--- src/rtl/toggle_handshake_rx.sv ---
// Receive side of a two-phase toggle handshake: sync req_tgl, capture, ready/valid out, toggle ack.
// Define TGL_RX_EVENT_CNT_EN to build the transfer event counter; otherwise event_cnt is tied to 0.
module toggle_handshake_rx #(
    parameter int DATA_W      = 8,
    parameter int SYNC_STAGES = 2,
    parameter int CNT_W       = 8
) (
    input  logic              clk,
    input  logic              rst,
    input  logic              req_tgl,
    input  logic [DATA_W-1:0] data_in,
    output logic              ack_tgl,
    output logic [DATA_W-1:0] dout,
    output logic              dout_valid,
    input  logic              dout_ready,
    output logic [CNT_W-1:0]  event_cnt,
    output logic              overflow
);

    typedef enum logic [1:0] {
        IDLE    = 2'd0,
        CAPTURE = 2'd1,
        HOLD    = 2'd2
    } state_t;

    state_t state, state_nxt;

    logic [SYNC_STAGES-1:0] sync_q;
    logic                   req_sync;
    logic                   req_seen;
    logic                   pending;
    logic                   capture;
    logic                   consume;

    always_ff @(posedge clk or posedge rst) begin
        if (rst) sync_q <= '0;
        else     sync_q <= {sync_q[SYNC_STAGES-2:0], req_tgl};
    end

    assign req_sync = sync_q[SYNC_STAGES-1];
    assign pending  = req_sync ^ req_seen;

    always_ff @(posedge clk or posedge rst) begin
        if (rst) state <= IDLE;
        else     state <= state_nxt;
    end

    always_comb begin
        state_nxt = state;
        unique case (state)
            IDLE:    if (pending) state_nxt = CAPTURE;
            CAPTURE: state_nxt = HOLD;
            HOLD:    if (dout_valid && dout_ready) state_nxt = IDLE;
            default: state_nxt = IDLE;
        endcase
    end

    always_comb begin
        capture = 1'b0;
        consume = 1'b0;
        unique case (state)
            CAPTURE: capture = 1'b1;
            HOLD:    consume = dout_valid && dout_ready;
            default: ;
        endcase
    end

    always_ff @(posedge clk or posedge rst) begin
        if (rst) begin
            req_seen   <= 1'b0;
            dout       <= '0;
            dout_valid <= 1'b0;
            ack_tgl    <= 1'b0;
        end else if (capture) begin
            req_seen   <= req_sync;
            dout       <= data_in;
            dout_valid <= 1'b1;
        end else if (consume) begin
            dout_valid <= 1'b0;
            ack_tgl    <= ~ack_tgl;
        end
    end

    // A second toggle seen before the ack is a transmitter protocol violation.
    always_ff @(posedge clk or posedge rst) begin
        if (rst)                            overflow <= 1'b0;
        else if (state == HOLD && pending)  overflow <= 1'b1;
    end

`ifdef TGL_RX_EVENT_CNT_EN
    always_ff @(posedge clk or posedge rst) begin
        if (rst)          event_cnt <= '0;
        else if (capture) event_cnt <= event_cnt + 1'b1;
    end
`else
    assign event_cnt = '0;
`endif

endmodule

--- config.mk ---
export PLATFORM = sky130hd
export DESIGN_NAME = toggle_handshake_rx
export DESIGN_NICKNAME = d
export VERILOG_FILES = /design/src/rtl/toggle_handshake_rx.sv
export SDC_FILE = /design/constraint.sdc
export NUM_CORES = 1
export LEC_CHECK = 0
export CORE_MARGIN = 2
export CORE_UTILIZATION = 43
export CTS_CLUSTER_DIAMETER = 40
export DETAILED_ROUTE_END_ITERATION = 10
export GPL_TIMING_DRIVEN = 0
export PLACE_DENSITY_LB_ADDON = 0.2
export SYNTH_ARGS = -nofsm -noshare
export SYNTH_HDL_FRONTEND = slang
export SYNTH_SLANG_ARGS = --single-unit
--- constraint.sdc ---
create_clock -name clk -period 2.1 [get_ports clk]
set_clock_uncertainty 0.2 [all_clocks]
set_input_delay 0.42 -clock clk [delete_from_list [all_inputs] [get_ports clk]]
set_output_delay 0.42 -clock clk [all_outputs]
set_load 0.05 [all_outputs]
# Word level (Yosys, flattened, before mapping)
# Cells that the tools add are included.
# word_totals
reg_bits	16
latchBits	0
ramBits	0
rom_bits	0
input_bits	12
out_inout_bits	19
word_cells	27
memories	0
# op_classes
n_addsub	0
multipliers	0
div_mod_pow	0
n_lt_le_gt_ge	0
n_eq_ne	4
n_shift	0
n_mux	7
bitwise	3
n_reduce_logical	6
# op_table
operator	count
one-hot mux 2 bit (3 select lines)	1
two-way mux 1 bit	4
two-way mux 2 bit	2
inequality test 2 bit, second input constant	2
AND reduction 2 bit	2
equality test 2 x 1 -> 1 bit, second input constant	1
equality test 2 bit, second input constant	1
logical AND 1 bit	2
zero test 2 bit	1
NOT 1 bit	2
nonzero test 2 bit	1
bitwise XOR 1 bit	1

# Longest topological paths before layout
# depth
word_depth	4
ltp_mapped	3
depth_no_buf	2

# Least setup slack after synthesis
# Ideal clock, no wire load.
# synth_path
path_type	register to register
startpoint	register state[1]
endpoint	register dout[0]
setup_ns	0.125
arrival_ns	0.978
required_ns	1.775
path_slack_ns	0.797
stages_incl_launch_ff	4
n_path_buf	1
synth_period_minus_slack_ns	1.303
path_cell_list	dfrtp_1 > nand2b_1 > buf_6 > mux2_4
# synth_between
elab_chain_len	2
# synth_lines
item	line_no	rtl
start, declared	26	state_t state, state_nxt;
start signal, assigned	45	else state <= state_nxt;
equality test 2 x 1 -> 1 bit	61	unique case (state)
two-way mux 1 bit	61	
end signal, assigned	76	dout <= data_in;
end, declared	13	output logic [DATA_W-1:0] dout,
# Every way passes these cells.
# A chain may end at the register's enable or synchronous reset.

# Final worst setup path
# layout_path
startpoint	register overflow
endpoint	output overflow
# layout_rtl
item	line_no	rtl
start, declared	17	output logic overflow
start signal, assigned	86	if (rst) overflow <= 1'b0;
start signal, assigned	87	else if (state == HOLD && pending) overflow <= 1'b1;
# No word-level cell between the ends.

==> impl_metrics.yaml <==
outcome:
  outcome: "complete, no violations"
routing:
  vias: 433
  dr.pass1.iters: 4
  drc: 0
  antenna_left: 0
  avgViaCountPerCell: 4.464
  drtIter0Drc: 3
  wl_um: 1080
  wl_per_cell_um: 11.13
die:
  die_w_um: 44.30
  initial_core_util: 0.4635
  rows: 14
  io-pin-count: 31
  die-area_um2: 1962
  die_y_um: 44.30
  core_um2: 1506
worst_setup_path:
  cp-startpoint: "overflow$_DFFE_PP0P_"
  r2r-start: "state[1]$_DFFE_PP0P_"
  cp-start-kind: "register"
  worst_r2r_path_depth: 3
  critPathKind: "reg2out"
  cp.arrival_ns: 1.43
  slowest_stage: "clkdlybuf4s50_1"
  crit_cells: 1
  path_buf_inv: 1
  critPathMaxStageDelay_ns: 0.80
  path_cells: "clkdlybuf4s50_1"
  crit_fanout: 2
  end_kind: "output pin"
  cp.required_ns: 1.48
  worst_path_dominant_cell_family: "buffers and inverters"
worst_hold_path:
  whs_path_depth: 0
  hold_class: "reg2reg"
  holdCritStartpoint: "sync_q[0]$_DFF_PP0_"
global_route:
  grt_pass1_vias: 393
  grt_usage: 0.1264
  grt_max_degree: 17
  grt_pass1_wl_um: 1718
  antenna_found_initial: 0
  grt_remaining_overflow: 0
pwr:
  p_total_w: 0.0006458
  ir_worst_vdd_mv: 0.3798
  p_per_area_nw_per_um2: 631.7
  power_leakage_nw: 0.5884
final_layout:
  stdcell_area_um2: 1022
  fin_nets: 94
  diodes: 0
  instances_no_fill: 97
  syn2layout_area_growth_pct: 46.42
  drive_gt1_frac: 0.2716
timing:
  max_freq_mhz: 488.8
  slew_viol_final: 0
  whs_ns: 0.1538
  rsz0062_at_grt: "no"
  hold_viol: 0
  relSlewSlack: 0.6164
  worst_pin_slew_ns: 0.5747
  period_share: 0.9741
  setup-tns-final_ns: 0
  min_period_ns: 2.046
  setup_viol: 0
clock_network:
  cts_root_buf: "clkbuf_4"
  cts.reportedPaths.clkPinSlew_ns: 0.08
  clock_sinks: 16
  numCtsBuffers: 3
  insertion_delay_ns: 0.29
  cts_buffer_depth: 2
  cts_tree: "built"
  cts_max_level: 1
  hold_buffers: 0
synthesis:
  syn-instance-count: 48
  synth_seq_cells: 16
  yosysWarnings: 0
  ys_seq_area_frac: 0.5735
  yosysUniqueCellTypes: 16
  avgSynthCellArea_um2: 14.55
  netlist_area_um2: 698.2
placement:
  dpl.cell_count: 93
  dp_hpwl_um: 762.5
  place_congestion: 0.6529
  postPlaceCellArea_um2: 964.7
  port_buffers: 22
job:
  max-cap-violations: 0
==> path summary, 6_finish.rpt <==
path / endpoint / slack, ns
hold / removal: sync_q[1]$_DFF_PP0_ / 0.15
hold reg to reg: sync_q[1]$_DFF_PP0_ / 0.15
setup / recovery: overflow / 0.05
min in group asynchronous: dout[6]$_DFFE_PP0N_ / 0.28
setup reg to reg: dout[5]$_DFFE_PP0N_ / 0.71
max in group asynchronous: sync_q[0]$_DFF_PP0_ / 1.04
==> through the flow <==
| step | utilization | setup slack (ns) |
|---|---|---|
| after floorplan | - | 0.7967 |
| after global placement | 0.6404 | 0.3005 |
| after detailed placement | 0.6404 | 0.2875 |
| after CTS | 0.6636 | 0.0009388 |
| after global routing | 0.6786 | 0.001118 |
| final | 0.6786 | 0.05433 |
==> synthesized netlist by cell type <==
master	number	area, µm²
mux2_4	9	135.1
o21bai_1	1	7.510
nand2b_1	1	6.260
buf_6	1	11.26
xnor2_1	2	17.52
nor3_1	1	5.000
conb_1	1	3.750
o21ai_0	1	5.000
inv_1	2	7.510
a21boi_0	1	7.510
a2bb2oi_1	1	8.760
or2b_1	1	7.510
nand4b_1	1	8.760
dfrtp_1	16	400.4
buf_4	8	60.06
and2_1	1	6.260
==> flip-flops by register name, summed over array words and instances, names as in the netlist <==
signal,count
ack_tgl,1
overflow,1
req_seen,1
dout,8
dout_valid,1
sync_q,2
state,2
==> power by group <==
group / total [W] / internal [W] / switching, W
combinational: 0.000127 / 0.0000508 / 0.0000757
clock: 0.000197 / 0.000106 / 0.0000914
sequential: 0.000322 / 0.000318 / 0.00000462
total: 0.000646 / 0.000474 / 0.000172
==> kinds of logic (layout without fill, tap and decap cells) <==
kind of cell	count (synthesis)	in the layout	share of synthesized area
compound gates	4	4	0.04122
xor+xnor	2	2	0.02509
buf+inv	11	37	0.1129
flops	16	16	0.5735
mux	9	9	0.1935
other cells	1	8	0.005371
simple gates	5	5	0.04840
==> layer usage <==
layer / global-route usage / vias to the layer above / part of all wire
met2: 0.1735 / 19 / 0.49
met1: 0.1667 / 204 / 0.39
met4: 0.03636 / 0 / 0.013
li1: - / 208 / -
met3: 0.07755 / 2 / 0.099
met5: 0 / - / 0
==> final cells by class <==
type                            count  area, µm²
Timing Repair Buffer               22      241.5
Multi-Input combinational cell     28      245.2
Fill cell                         121      484.2
Sequential cell                    16      400.4
Buffer                              9      71.32
Inverter                            2      7.507
Clock buffer                        4      36.28
Tap cell                           16      20.02
==> cell usage in the layout, fill, tap and decap left out, types with 2 or more instances in the layout <==
master and n:
xnor2_1 2, clkbuf_4 3, mux2_4 9, inv_1 2, dlymetal6s2s_1 9, dfrtp_1 16, clkdlybuf4s50_1 12, buf_4 8
conb_1 8
==> repair_timing <==
action                                  4_1_cts  5_1_grt
gates resized for setup                       1        9
endpoints found under the setup margin        1        9
pin swaps                                     0        0
setup buffers                                 0        0
Power figures use the tool's default switching activity.
